## src/rtl/ps2_scancode_assembler.sv

```systemverilog
// ps2_scancode_assembler
// Folds the raw PS/2 byte stream into 16-bit scancodes with a make/break flag.
// It handles the E0 extended prefix, the F0 break prefix, the 8-byte Pause
// sequence, line-error bytes (00/FF) and an idle timeout inside partial
// sequences.
module ps2_scancode_assembler #(
   parameter int TIMEOUT_CYCLES = 1023
) (
   input  logic        clk,
   input  logic        resetn,
   input  logic [7:0]  byte_in,
   input  logic        byte_valid,
   output logic [15:0] scancode,
   output logic        code_valid,
   output logic        is_break,
   output logic        error,
   output logic        busy
);

   localparam int TW = $clog2(TIMEOUT_CYCLES);
   localparam logic [TW-1:0] TLAST = TW'(TIMEOUT_CYCLES - 1);

   typedef enum logic [2:0] {
      IDLE     = 3'd0,
      GOT_E0   = 3'd1,
      GOT_F0   = 3'd2,
      GOT_E0F0 = 3'd3,
      PAUSE    = 3'd4
   } state_t;

   state_t        state_q, state_d;
   logic [2:0]    skip_q, skip_d;
   logic [TW-1:0] tcnt_q, tcnt_d;
   logic [15:0]   scancode_q;
   logic          is_break_q, code_valid_q, error_q, busy_q;

   logic          emit, emit_brk, err;
   logic [15:0]   emit_code;
   logic          b_err, b_pfx;

   assign b_err = (byte_in == 8'h00) || (byte_in == 8'hFF);
   assign b_pfx = (byte_in == 8'hE0) || (byte_in == 8'hF0) || (byte_in == 8'hE1);

   // Next-state: byte decode per state, else idle-timeout accounting.
   always_comb begin
      state_d   = state_q;
      skip_d    = skip_q;
      tcnt_d    = tcnt_q;
      emit      = 1'b0;
      emit_brk  = 1'b0;
      emit_code = 16'h0000;
      err       = 1'b0;
      if (byte_valid) begin
         // A byte always beats a timeout firing in the same cycle.
         tcnt_d = '0;
         case (state_q)
            IDLE: begin
               if (b_err)                 err = 1'b1;
               else if (byte_in == 8'hE0) state_d = GOT_E0;
               else if (byte_in == 8'hF0) state_d = GOT_F0;
               else if (byte_in == 8'hE1) begin
                  state_d = PAUSE;
                  skip_d  = 3'd7;
               end else begin
                  emit      = 1'b1;
                  emit_code = {8'h00, byte_in};
               end
            end
            GOT_E0: begin
               if (b_err || byte_in == 8'hE1) begin
                  err     = 1'b1;
                  state_d = IDLE;
               end else if (byte_in == 8'hF0) state_d = GOT_E0F0;
               else if (byte_in == 8'hE0)     state_d = GOT_E0;
               else begin
                  emit      = 1'b1;
                  emit_code = {8'hE0, byte_in};
                  state_d   = IDLE;
               end
            end
            GOT_F0, GOT_E0F0: begin
               state_d = IDLE;
               if (b_err || b_pfx) err = 1'b1;
               else begin
                  emit      = 1'b1;
                  emit_brk  = 1'b1;
                  emit_code = {(state_q == GOT_E0F0) ? 8'hE0 : 8'h00, byte_in};
               end
            end
            PAUSE: begin
               // Pause bytes are skipped blindly, line-error codes included.
               skip_d = skip_q - 3'd1;
               if (skip_q == 3'd1) begin
                  emit      = 1'b1;
                  emit_code = 16'hE114;
                  state_d   = IDLE;
               end
            end
            default: state_d = IDLE;
         endcase
      end else if (state_q != IDLE) begin
         if (tcnt_q == TLAST) begin
            err     = 1'b1;
            state_d = IDLE;
            tcnt_d  = '0;
         end else begin
            tcnt_d = tcnt_q + TW'(1);
         end
      end
   end

   // State, counters and registered outputs; code fields only load on emit.
   always_ff @(posedge clk) begin
      if (!resetn) begin
         state_q      <= IDLE;
         skip_q       <= 3'd0;
         tcnt_q       <= '0;
         scancode_q   <= 16'h0000;
         is_break_q   <= 1'b0;
         code_valid_q <= 1'b0;
         error_q      <= 1'b0;
         busy_q       <= 1'b0;
      end else begin
         state_q      <= state_d;
         skip_q       <= skip_d;
         tcnt_q       <= tcnt_d;
         code_valid_q <= emit;
         error_q      <= err;
         busy_q       <= (state_d != IDLE);
         if (emit) begin
            scancode_q <= emit_code;
            is_break_q <= emit_brk;
         end
      end
   end

   assign scancode   = scancode_q;
   assign is_break   = is_break_q;
   assign code_valid = code_valid_q;
   assign error      = error_q;
   assign busy       = busy_q;

endmodule

```

## config.mk

```make
export PLATFORM = sky130hd
export DESIGN_NAME = ps2_scancode_assembler
export DESIGN_NICKNAME = d
export VERILOG_FILES = /design/src/rtl/ps2_scancode_assembler.sv
export SDC_FILE = /design/constraint.sdc
export NUM_CORES = 1
export LEC_CHECK = 0
export CAP_MARGIN = 0
export CORE_ASPECT_RATIO = 1.5
export CORE_MARGIN = 1.5
export CORE_UTILIZATION = 45
export CTS_CLUSTER_SIZE = 24
export DETAILED_ROUTE_END_ITERATION = 8
export PLACE_DENSITY = 0.72
export SETUP_SLACK_MARGIN = 0.3
export SYNTH_ARGS = -nofsm -noshare
export SYNTH_HDL_FRONTEND = slang
export SYNTH_SLANG_ARGS = --single-unit
```

## constraint.sdc

```tcl
create_clock -name clk -period 1.65 [get_ports clk]
set_input_delay 0.33 -clock clk [delete_from_list [all_inputs] [get_ports clk]]
set_output_delay 0.33 -clock clk [all_outputs]
set_load 0.02 [all_outputs]
```

Word-level counts from Yosys, hierarchy flattened
Cells that the tools add are included.
{"block": "totals", "reg_bits": 36, "out_inout_bits": 20}
{"block": "classes", "addsub": 2, "n_eq_ne": 14, "n_mux": 50, "bitwise_logic": 1, "n_reduce_logical": 13}
{"operator": "16-bit 2-to-1 mux", "count": 6}
{"operator": "16-bit case mux with 4 select lines", "count": 1}
{"operator": "8-bit 2-to-1 mux", "count": 5}
{"operator": "3-bit 2-to-1 mux", "count": 12}
{"operator": "8-bit == test (second input constant)", "count": 4}
{"operator": "1-bit 2-to-1 mux", "count": 19}
{"operator": "10-bit by 1-bit adder with 10-bit output (second input constant)", "count": 1}
{"operator": "10-bit == test (second input constant)", "count": 1}
{"operator": "10-bit 2-to-1 mux", "count": 1}
{"operator": "3-bit case mux with 3 select lines", "count": 1}
{"operator": "8-bit logical NOT", "count": 1}
{"operator": "2-bit != test (second input constant)", "count": 4}
{"operator": "3-bit by 1-bit == test with 1-bit output (second input constant)", "count": 2}
{"operator": "3-bit by 2-bit == test with 1-bit output (second input constant)", "count": 2}
{"operator": "3-bit case mux with 2 select lines", "count": 1}
{"operator": "6-bit AND reduction", "count": 1}
{"operator": "3-bit nonzero test", "count": 2}
{"operator": "1-bit logical OR", "count": 5}
{"operator": "2-bit 2-to-1 mux", "count": 2}
{"operator": "1-bit case mux with 4 select lines", "count": 1}
{"operator": "2-bit OR reduction", "count": 2}
{"operator": "3-bit == test (second input constant)", "count": 1}
{"operator": "3-bit logical NOT", "count": 1}
{"operator": "1-bit case mux with 3 select lines", "count": 1}
{"operator": "3 further kinds", "count": 3}

Depth between registers and ports, before layout
Gate-level depths: netlist (run 1).
{"block": "depth", "ltp_word": 8, "depth_mapped": 7}

Least setup slack after synthesis (run 1)
No wires, ideal clock.
{"block": "synth_path", "path_type": "input -> register", "from": "input port byte_in[4]", "to": "register scancode_q[14] (netlist: scancode[14])", "t_arrival_ns": 1.503, "t_required_ns": 1.528, "slack_ns": 0.025, "stages": 6, "n_path_buf": 2, "path_cell_list": "buf_2 nor4_1 a21o_1 a21oi_1 buf_6 o311a_1"}
{"block": "synth_between", "elab_chain_cells": 7, "elab_cells_between_ends": 26, "classes_between": "eq/ne: 4; mux: 16; reduce/logical: 6"}
{"item": "from (decl)", "line_no": "11", "text": "input logic [7:0] byte_in,"}
{"item": "8-bit == test, on equally long branches"}
{"item": "1-bit 2-to-1 mux / 1-bit logical OR (equally long branches)", "line_no": "61, 42"}
{"item": "1-bit 2-to-1 mux / 1-bit logical OR (equally long branches)", "line_no": "60, 42"}
{"item": "1-bit 2-to-1 mux / 1-bit logical OR (equally long branches)", "line_no": "59, 83"}
{"item": "1-bit 2-to-1 mux (tied with other cells)", "line_no": "58", "text": "if (b_err) err = 1'b1;"}
{"item": "1-bit case mux with 4 select lines / 16-bit case mux with 4 select lines (equally long branches)", "line_no": "56", "text": "case (state_q)"}
{"item": "1-bit 2-to-1 mux / 16-bit 2-to-1 mux (equally long branches)", "line_no": "53", "text": "if (byte_valid) begin"}
{"item": "to (signal assigned)", "line_no": "131", "text": "scancode_q <= emit_code;"}
{"item": "to (decl)", "line_no": "34", "text": "logic [15:0] scancode_q;"}
Several ways; a longest one is shown, not always the timed one.
A chain may end at the register's enable or synchronous reset.

Worst setup path in the final report (run 1)
{"block": "layout_path", "from": "register tcnt_q[0]", "to": "register busy_q (netlist: busy)"}
{"block": "layout_between", "elab_chain_cells": 5}
{"item": "from (decl)", "line_no": "33", "text": "logic [TW-1:0] tcnt_q, tcnt_d;"}
{"item": "from (signal assigned)", "line_no": "126", "text": "tcnt_q <= tcnt_d;"}
{"item": "10-bit == test", "line_no": "102", "text": "if (tcnt_q == TLAST) begin"}
{"item": "3-bit 2-to-1 mux", "line_no": "102"}
{"item": "3-bit 2-to-1 mux", "line_no": "101", "text": "end else if (state_q != IDLE) begin"}
{"item": "3-bit 2-to-1 mux", "line_no": "53"}
{"item": "3-bit nonzero test", "line_no": "129", "text": "busy_q <= (state_d != IDLE);"}
{"item": "to (signal assigned)", "line_no": "129"}
{"item": "to (decl)", "line_no": "35", "text": "logic is_break_q, code_valid_q, error_q, busy_q;"}
No other way between the ends.

==> results of run 1 <==
sequential cells by signal (all words and copies together) (netlist names):
name and count:
error 1, busy 1, code_valid 1, tcnt_q 10, state_q 3, scancode 10, skip_q 3, is_break 1
through the flow:
step / utilization [%] / std cells / area [sq um]
CTS: 73.8 / 278 / 2350
floorplan: - / 176 / 1550
finish: 76.5 / 282 / 2440
detailed placement: 63.2 / 260 / 2020
global route: 76.5 / 282 / 2440
global placement: 63.2 / 260 / 2020
cell usage after synthesis, drive strengths merged, types with 3 or more instances:
master and count:
dfxtp 30, nor2 16, nand2 13, buf 10
o21ai 9, nand4 8, nand3 7, and3 6
or3 6, xor2 6, a21oi 5, nand2b 5
nor2b 5, a31o 4, ha 4, inv 4
nor3 4, a32o 3, clkbuf 3
power breakdown:
group          switching, W  internal (W)
clock network      0.000278      0.000336
registers        0.00000792      0.000736
logic              0.000136      0.000118
logic make-up after synthesis:
| kind of cell | Yosys count |
|---|---|
| simple gates | 78 |
| compound gates | 35 |
| flops | 30 |
| buf+inv | 17 |
| xor+xnor | 6 |
| fa+ha+maj | 4 |
| mux | 2 |
| other cells | 1 |
routing by layer:
metal	GRT usage [%]	wire (um)
met5	0	0
met4	14.4	143
met3	7.43	236
met2	53.7	2800
met1	25.3	1800
final cells by class:
type,count,area [sq um]
tap,40,50.0
multi-input combinational,130,1070
clock inverter,1,5.00
fill,229,749
inverter,4,15.0
clock buffer,7,86.3
timing repair buffer,70,597
sequential,30,617
path summary, 6_finish.rpt:
path                                            endpoint  depth (start not counted)
worst max-delay path                     busy$_SDFF_PN0_                          7
worst min-delay path            scancode[3]$_SDFFE_PN0P_                          2
worst min register to register  scancode[5]$_SDFFE_PN0P_                          1
worst max register to register           busy$_SDFF_PN0_                          7
repair_timing:
item	CTS	global route
cloned	2	0
endpoints found under the setup margin	46	33
gates resized for setup	92	24
pin swaps	26	13
buffers inserted	8	4
cell usage in the layout (no fill, tap or decap), types with 5 or more instances in the layout:
cell and count:
dfxtp_1 21, dlygate4sd2_1 15, nand4_1 7, buf_6 5, nand2_1 11, dfxtp_2 7
clkbuf_8 6, o21ai_0 6, buf_4 38, xor2_1 6, nand3_1 6, nor2_1 14
and3_1 6
==> flow_metrics.py, run 1 <==
metrics = {
    "sta": {
        "hold_viol_final": 0,
        "fin_crit_sh_pct": 95.1,
        "rsz0062_at_grt": "true",
        "whs_ns": 0.401,
        "clock_skew_ns": 0.00731,
        "setup_viol": 0,
        "min_period_ns": 1.57,
        "setup_slack_ns": 0.0801,
        "setup_tns_ns": 0,
        "drv_slew": 0,
        "fmax_mhz": 637,
    },
    "synth": {
        "synth-xor-area-share_pct": 3.47,
        "ys_ff_latch": 30,
        "synth-compound-area-share_pct": 16.6,
        "synth.top_cell.area_share_pct": 39.6,
        "synth_top_cell_by_area": "dfxtp_1",
        "ys.flop_type": "dfxtp_1",
        "synth_top_family_by_area": "simple AND/OR/NAND/NOR gates",
        "synth-adder-area-share_pct": 3.30,
        "synth_area_sq_um": 1520,
        "synth-simple-area-share_pct": 29.0,
        "netlist_top_cells_area": "dfxtp_1 40%, nor2_1 4.0%, xor2_1 3.5%, ha_1 3.3%, nand2_1 3.2%",
        "syn-instance-count": 173,
        "ys.warnings.count": 0,
        "ys_seq_area_share_pct": 39.6,
        "avgSynthCellArea_sq_um": 8.76,
        "yosysUniqueCellTypes": 43,
        "synthMuxAreaShare_pct": 1.32,
        "synth_edf_count": 0,
        "ys_async_sr_fraction_pct": 0,
    },
    "worst_setup_path": {
        "path_cells": "inv_2 > ha_4 > nand2_2 > or3_4 > and2_4 > o22a_1 > nand4bb_1",
        "arrival_ns": 1.74,
        "worst_path_max_delay_cell": "or3_4",
        "cpLargestDelayFamily": "simple AND/OR/NAND/NOR gates",
        "rrSetupSlack_ns": 0.08,
        "crit_buf_inv": 1,
        "path_class": "reg -> reg",
        "slowest_delay_ns": 0.34,
        "path_max_fanout": 2,
        "cp-end-kind": "flop",
        "cp_data_required_time_ns": 1.82,
        "critPathLaunchType": "flop",
        "rr_startpoint": "tcnt_q[0]$_SDFFE_PP0N_",
        "cp-startpoint": "tcnt_q[0]$_SDFFE_PP0N_",
    },
    "detailed_routing": {
        "drtIter0Drc": 41,
        "viasPerCell": 5.77,
        "first_pass_iters": 4,
        "wl_per_cell_um": 17.7,
        "routed_wl_mm": 4.98,
        "ant_nets": 0,
        "remaining_drc_errors": 0,
        "vias": 1628,
    },
    "clock_network": {
        "cts_tree": "yes",
        "clkSinkCount": 30,
        "root_buffer": "clkbuf_8",
        "clkSlewWorstSetupHoldPaths_ns": 0.06,
        "htreeDepth": 2,
        "cts_made_buffers": 5,
        "clock_latency_ns": 0.29,
        "hold_buffers": 0,
        "cts_max_path_buffers": 2,
    },
    "placed_design": {
        "pre_cts_ws_ns": -0.547,
        "hpwl_mm": 3.08,
        "gp_congestion": 0.943,
        "io_buffers": 26,
    },
    "floorplan": {
        "die_w_um": 50.4,
        "die_h_um": 74.1,
        "io-pin-count": 31,
        "core.rowCount": 25,
        "start_util_pct": 47.5,
        "dieArea_sq_um": 3730,
        "core_area_sq_um": 3190,
    },
    "layout": {
        "num_antenna_cells": 0,
        "area_delta_synth_final_pct": 61.1,
        "drive_gt1_share_pct": 45.5,
        "final_nets": 256,
    },
    "hold_path": {
        "hold_class": "in -> reg",
        "min_from": "byte_in[3]",
    },
    "pwr": {
        "p_leak_nw": 1.10,
        "power.density_nw_per_um2": 660,
        "finalPower_w": 0.00161,
        "vdd_drop_max_uv": 617,
    },
    "global_route": {
        "grt_pass1_wl_mm": 7.46,
        "grt_usage_pct": 27.4,
        "grt_max_degree": 19,
        "grt_pass1_vias": 1581,
        "grt_antenna_before_repair": 0,
        "grt-ovfl-total": 0,
    },
    "outcome": {
        "outcome": "completed",
    },
    "flow_run": {
        "maxCapViolCount": 0,
    },
}
(Power assumes the default switching activity.)
==> inputs of run 2 (changes only) <==
==> constraint.sdc (replaced) <==
create_clock -name clk -period 1.65 [get_ports clk]
set_input_delay 0.4125 -clock clk [delete_from_list [all_inputs] [get_ports clk]]
set_output_delay 0.4125 -clock clk [all_outputs]
set_load 0.02 [all_outputs]
==> flow_metrics.py, run 2 (same netlist as run 1, synthesis figures left out) <==
metrics = {
    "hold_path": {
        "hold_class": "in -> reg",
        "min_from": "byte_in[3]",
    },
    "clock_network": {
        "cts_tree": "yes",
        "root_buffer": "clkbuf_8",
        "htreeDepth": 2,
        "clkSlewWorstSetupHoldPaths_ns": 0.06,
        "cts_made_buffers": 5,
        "hold_buffers": 0,
        "cts_max_path_buffers": 2,
        "clkSinkCount": 30,
        "clock_latency_ns": 0.28,
    },
    "floorplan": {
        "start_util_pct": 47.5,
        "die_w_um": 50.4,
        "core.rowCount": 25,
        "die_h_um": 74.1,
        "core_area_sq_um": 3190,
        "io-pin-count": 31,
        "dieArea_sq_um": 3730,
    },
    "worst_setup_path": {
        "cp-end-kind": "flop",
        "cp_data_required_time_ns": 1.81,
        "path_class": "reg -> reg",
        "path_max_fanout": 2,
        "rr_startpoint": "tcnt_q[0]$_SDFFE_PP0N_",
        "critPathLaunchType": "flop",
        "worst_path_max_delay_cell": "or3_4",
        "slowest_delay_ns": 0.33,
        "cp-startpoint": "tcnt_q[0]$_SDFFE_PP0N_",
        "path_cells": "inv_2 > ha_4 > nand2_2 > or3_4 > and2_4 > o22a_1 > nand4bb_1",
        "cpLargestDelayFamily": "simple AND/OR/NAND/NOR gates",
        "crit_buf_inv": 1,
        "arrival_ns": 1.73,
    },
    "sta": {
        "fmax_mhz": 635,
        "clock_skew_ns": 0.00459,
        "drv_slew": 0,
        "min_period_ns": 1.58,
        "setup_viol": 0,
        "setup_slack_ns": 0.0748,
        "rsz0062_at_grt": "true",
        "whs_ns": 0.460,
        "hold_viol_final": 0,
        "fin_crit_sh_pct": 95.5,
    },
    "placed_design": {
        "pre_cts_ws_ns": -0.596,
        "gp_congestion": 0.843,
        "hpwl_mm": 3.11,
        "io_buffers": 26,
        "place_inst": 261,
    },
    "pwr": {
        "netSwitchingFraction_pct": 26.3,
        "pwr-share-seq_pct": 48.7,
        "comb_power_share_pct": 15.2,
        "p_int_w": 0.00112,
        "p_switching_w": 0.000400,
        "vdd_drop_max_uv": 488,
        "p_leak_nw": 1.04,
        "finalPower_w": 0.00152,
        "p_clk_share_pct": 36.1,
        "power.density_nw_per_um2": 642,
    },
    "detailed_routing": {
        "top_layer": "met4",
        "routed_wl_mm": 4.48,
        "wl_per_cell_um": 15.8,
        "vias": 1579,
        "ant_nets": 0,
        "first_pass_iters": 4,
        "wl_met2_mm": 2.51,
        "wl_met3_um": 203,
        "viasPerCell": 5.58,
        "drtIter0Drc": 42,
        "remaining_drc_errors": 0,
        "wl_met1_mm": 1.64,
    },
    "layout": {
        "layout.cells.most_common_list": "41 x buf_4, 20 x dfxtp_1, 13 x nor2_1, 11 x nand2_1, 9 x buf_2",
        "finalNonFillerCells": 283,
        "area_delta_synth_final_pct": 56.4,
        "final_nets": 258,
        "drive_gt1_share_pct": 51.9,
        "nFillCells": 247,
        "num_antenna_cells": 0,
        "layout_commonest_cell": "buf_4",
    },
    "global_route": {
        "grt-ovfl-total": 0,
        "grt_antenna_before_repair": 0,
        "grt_usage_pct": 24.5,
        "grt_pass1_vias": 1581,
        "grt_max_degree": 14,
        "grt_pass1_wl_mm": 6.96,
    },
    "flow_run": {
        "maxCapViolCount": 0,
    },
    "outcome": {
        "outcome": "completed",
    },
}
## run 2: power groups by stage
| stage | Combinational, W | Sequential (W) | Clock (W) |
|---|---|---|---|
| floorplan | 0.0000878 | 0.000781 | 0 |
| global placement | 0.000205 | 0.000763 | 0 |
| detailed placement | 0.000207 | 0.000764 | 0 |
| CTS | 0.000221 | 0.000744 | 0.000563 |
| global route | 0.000244 | 0.000741 | 0.000594 |
| finish | 0.000231 | 0.000740 | 0.000549 |
## run 2: cell type report
class	count	area, sq um	share of cell area, %
inverters	4	15.0	0.634
clock buffers	5	68.8	2.90
flip-flops and latches	30	626	26.4
clock inverters	2	10.0	0.422
well taps	40	50.0	2.11
multi-input cells	130	1050	44.3
repair buffers	72	551	23.2
## run 2: worst paths after layout
kind                         endpoint  slack, ns  cells after the start
min          scancode[3]$_SDFFE_PN0P_       0.46                      2
min reg2reg  scancode[1]$_SDFFE_PN0P_       0.48                      1
max reg2reg           busy$_SDFF_PN0_       0.07                      7
max                   busy$_SDFF_PN0_       0.07                      7
## run 2: routing by layer
metal  up-vias  track usage [%]
met4         0             9.91
met5         -                0
li1        756                -
met3        13             5.22
met2        52             48.1
met1       758             24.5
## run 2: repair_timing
item                                    in CTS  in global routing
resized for setup                          123                 21
pin swaps                                   25                 16
buffers inserted                            11                  3
endpoints found under the setup margin      46                 38
cloned                                       1                  0
## run 2: metrics by stage
stage | cell area (sq um) | utilization [%] | TNS, ns
3_5_place_dp | 2020 | 63.3 | -10.08
6_report | 2370 | 74.3 | 0
5_1_grt | 2370 | 74.3 | 0
3_3_place_gp | 2020 | 63.3 | -8.88
2_1_floorplan | 1560 | - | 0
4_1_cts | 2330 | 73.2 | 0
==> inputs of run 3 (changes only) <==
--- a/config.mk
+++ b/config.mk
@@ -5,10 +5,11 @@
 export SDC_FILE = /design/constraint.sdc
 export NUM_CORES = 1
 export LEC_CHECK = 0
-export CAP_MARGIN = 0
+export CAP_MARGIN = 40
 export CORE_ASPECT_RATIO = 1.5
 export CORE_MARGIN = 1.5
 export CORE_UTILIZATION = 45
+export CTS_BUF_LIST = sky130_fd_sc_hd__clkbuf_8 sky130_fd_sc_hd__clkbuf_16
 export CTS_CLUSTER_SIZE = 24
 export DETAILED_ROUTE_END_ITERATION = 8
 export PLACE_DENSITY = 0.72
==> results of run 3 <==
No change in the layout: final DEF, timing and power equal those of run 2.
==> RTL edit, RTL diff (flow settings as in run 1) <==
Reset style: asynchronous (`resetn`), changed in one clocked block.
--- a/src/rtl/ps2_scancode_assembler.sv
+++ b/src/rtl/ps2_scancode_assembler.sv
@@ -110,7 +110,7 @@
    end
 
    // State, counters and registered outputs; code fields only load on emit.
-   always_ff @(posedge clk) begin
+   always_ff @(posedge clk or negedge resetn) begin
       if (!resetn) begin
          state_q      <= IDLE;
          skip_q       <= 3'd0;
Behaviour: differs if resetn is asserted again (counterexample within 4 cycles, from zero or initial values and one cycle with resetn low); with resetn held inactive, the same outputs for 4 cycles.
==> RTL edit against run 1 <==
  * Count of clock-buffer cells in the layout shrank 2
  * Cell count grew 14%
  * Global-route usage shrank 0.92 points
  * Cell area grew 16%
  * Sequential cell count is the same
  * Worst setup slack lost 31 ps
  * Wire length grew 12%
  * Synthesized area grew 14%
  * Clock skew shrank 2.2 ps
  * Non-clock buffer count grew 13
  * Die area grew 14%
  * Critical endpoint is now is_break
  * Largest cell class unchanged
  * Highest routed layer unchanged
Power is not compared: it rests on default switching activity, and its combinational part moved more than twofold at a synthesized area within 25%.
==> RTL edit: results (changes against run 1) <==
post-synthesis xor/xnor area fraction 0% (was 3.47%); Leak 1.30 nW; Warnings, synthesis 0 (unchanged); depth of the CTS H-tree 2 (unchanged); fraction of layout cells with a size suffix above 1 47.0% (was 45.5%); worst skew pair latency 290 ps (about the same); Synth area leaders dfrtp_1 43%, a21oi_1 5.5%, nand3_1 4.0% (was dfxtp_1 40%, nor2_1 4.0%, xor2_1 3.5%); CTS clk-pin slew, worst paths 60 ps (about the same); initial antenna violation count 0 (unchanged); Clock Root Buffer clkbuf_8 (unchanged); layout filler cell count 254 (was 229); Async SR Flop Fraction 100% (was 0%); Post-Place Setup Slack -647 ps (was -547 ps); DP HPWL 3170 um (was 3080 um); Worst Clk Skew 5.10 ps (was 7.31 ps); routed length per instance 17.3 um (was 17.7 um); Hold Path Class in2reg (unchanged); outcome completed (unchanged); Post-synth top cells 30 x dfrtp_1, 19 x a21oi_1, 18 x nand2_1, 18 x nor2_1, 14 x nand3_1 (was 30 x dfxtp_1, 16 x nor2_1, 13 x nand2_1); placed inst area 2300 um2 (was 2020 um2); Hold Path Origin byte_in[1] (was byte_in[3]); PortBufs 26 (unchanged); n_diodes 0 (unchanged); Max Slew Vio Count 0 (unchanged); worst setup path startpoint byte_in[2] (was tcnt_q[0]); final period utilization 97.0% (was 95.1%); largest net degree at the start of global routing 31 (was 19); vias in the first global route 1832 (was 1581); Synth Area in Adders 2.89% (was 3.30%); grt ovf 0 (unchanged); VDD IR-drop max 0.802 mV; total iterations of the first detailed-routing run 4 (unchanged); first-pass GRT wire length 8140 um (was 7460 um); fin nets 293 (was 256); maximum clock insertion buffer count 2 (unchanged); CTS Buf Count 5 (unchanged); iteration-0 DRC count of the detailed router 53 (was 41); sequential share of the synthesized area 43.3% (was 39.6%); unique cell type count in the Yosys netlist 42 (was 43); Worst R2R Setup Slack 50 ps (was 80 ps); mux contribution to synthesized area 0% (was 1.32%); Worst R2R Start tcnt_q[6] (was tcnt_q[0]); worst-path fanout max 8 (was 2); via count 1861 (was 1628); routability cong. 0.914 (was 0.943); gr usage total 26.5% (was 27.4%); Worst Path Arrival 1830 ps (was 1740 ps); Compound-Gate Fraction of Synth Area 20.2% (was 16.6%)
[RTL edit: cell count changes after synthesis, moves of 7 or more]
cell	before	now
inv_1	4	13
a21oi_1	5	19
dfrtp_1	0	30
nand3_1	7	14
dfxtp_1	30	0
a31oi_1	1	8
[RTL edit: metal layers]
metal,GRT usage (%),vias to the layer above,share of wire (%)
met3,5.08,21,3.6
met1,26.0,908,35
met2,49.5,57,58
li1,-,875,-
met5,0,-,0
met4,13.1,0,4.0
[RTL edit: repair_timing]
| item | CTS | global route |
|---|---|---|
| endpoints found under the setup margin | 45 | 36 |
| hold endpoints to repair | 0 | 0 |
| buffers inserted | 13 | 5 |
| cloned | 1 | 0 |
| pin swaps | 27 | 14 |
| gates resized for setup | 98 | 33 |
[RTL edit: through the flow]
stage | util (%) | hold slack [ps] | std cells | total power [mW]
after floorplan | - | 34.4 | 202 | 1.23
after global placement | 62.4 | 466 | 295 | 1.45
after detailed placement | 62.4 | 468 | 295 | 1.47
after CTS | 73.5 | 298 | 317 | 2.21
after global routing | 76.6 | 315 | 322 | 2.35
final | 76.6 | 300 | 322 | 2.25
[RTL edit: cell families (layout without fill, tap and decap cells)]
family / after synthesis / after routing
compound gates: 55 / 55
fa+ha+maj: 4 / 4
buf+inv: 27 / 104
flops: 30 / 30
other cells: 1 / 4
simple gates: 82 / 82
[RTL edit: final timing paths]
| check | end | cells past startpoint |
|---|---|---|
| worst max-delay path | is_break | 6 |
| worst min-delay path | scancode[1] | 3 |
| worst max register to register | state_q[0] | 9 |
| worst min register to register | scancode[0] | 1 |
| max in group asynchronous | state_q[1] | 2 |
| min in group asynchronous | scancode[6] | 2 |
[RTL edit: power breakdown]
group	total [mW]	leakage (nW)	internal, mW	switching [mW]
clock	0.742	0.0579	0.444	0.298
sequential	0.899	0.383	0.824	0.0750
combinational	0.604	0.858	0.266	0.338
total	2.25	1.30	1.53	0.711
[RTL edit: area by class of cell]
| cell class | instances | area share (%) |
|---|---|---|
| multi-input cells | 145 | 40.3 |
| well taps | 43 | 1.91 |
| flip-flops and latches | 30 | 26.8 |
| inverters | 13 | 1.73 |
| clock buffers | 5 | 2.44 |
| clock inverters | 3 | 1.42 |
| repair buffers | 83 | 25.3 |
[RTL edit: critical path: stages]
cell	delay (ps)
buf_6	100
or4_4	550
o21a_1	220
o21ai_4	260
and2_4	240
a21o_1	120
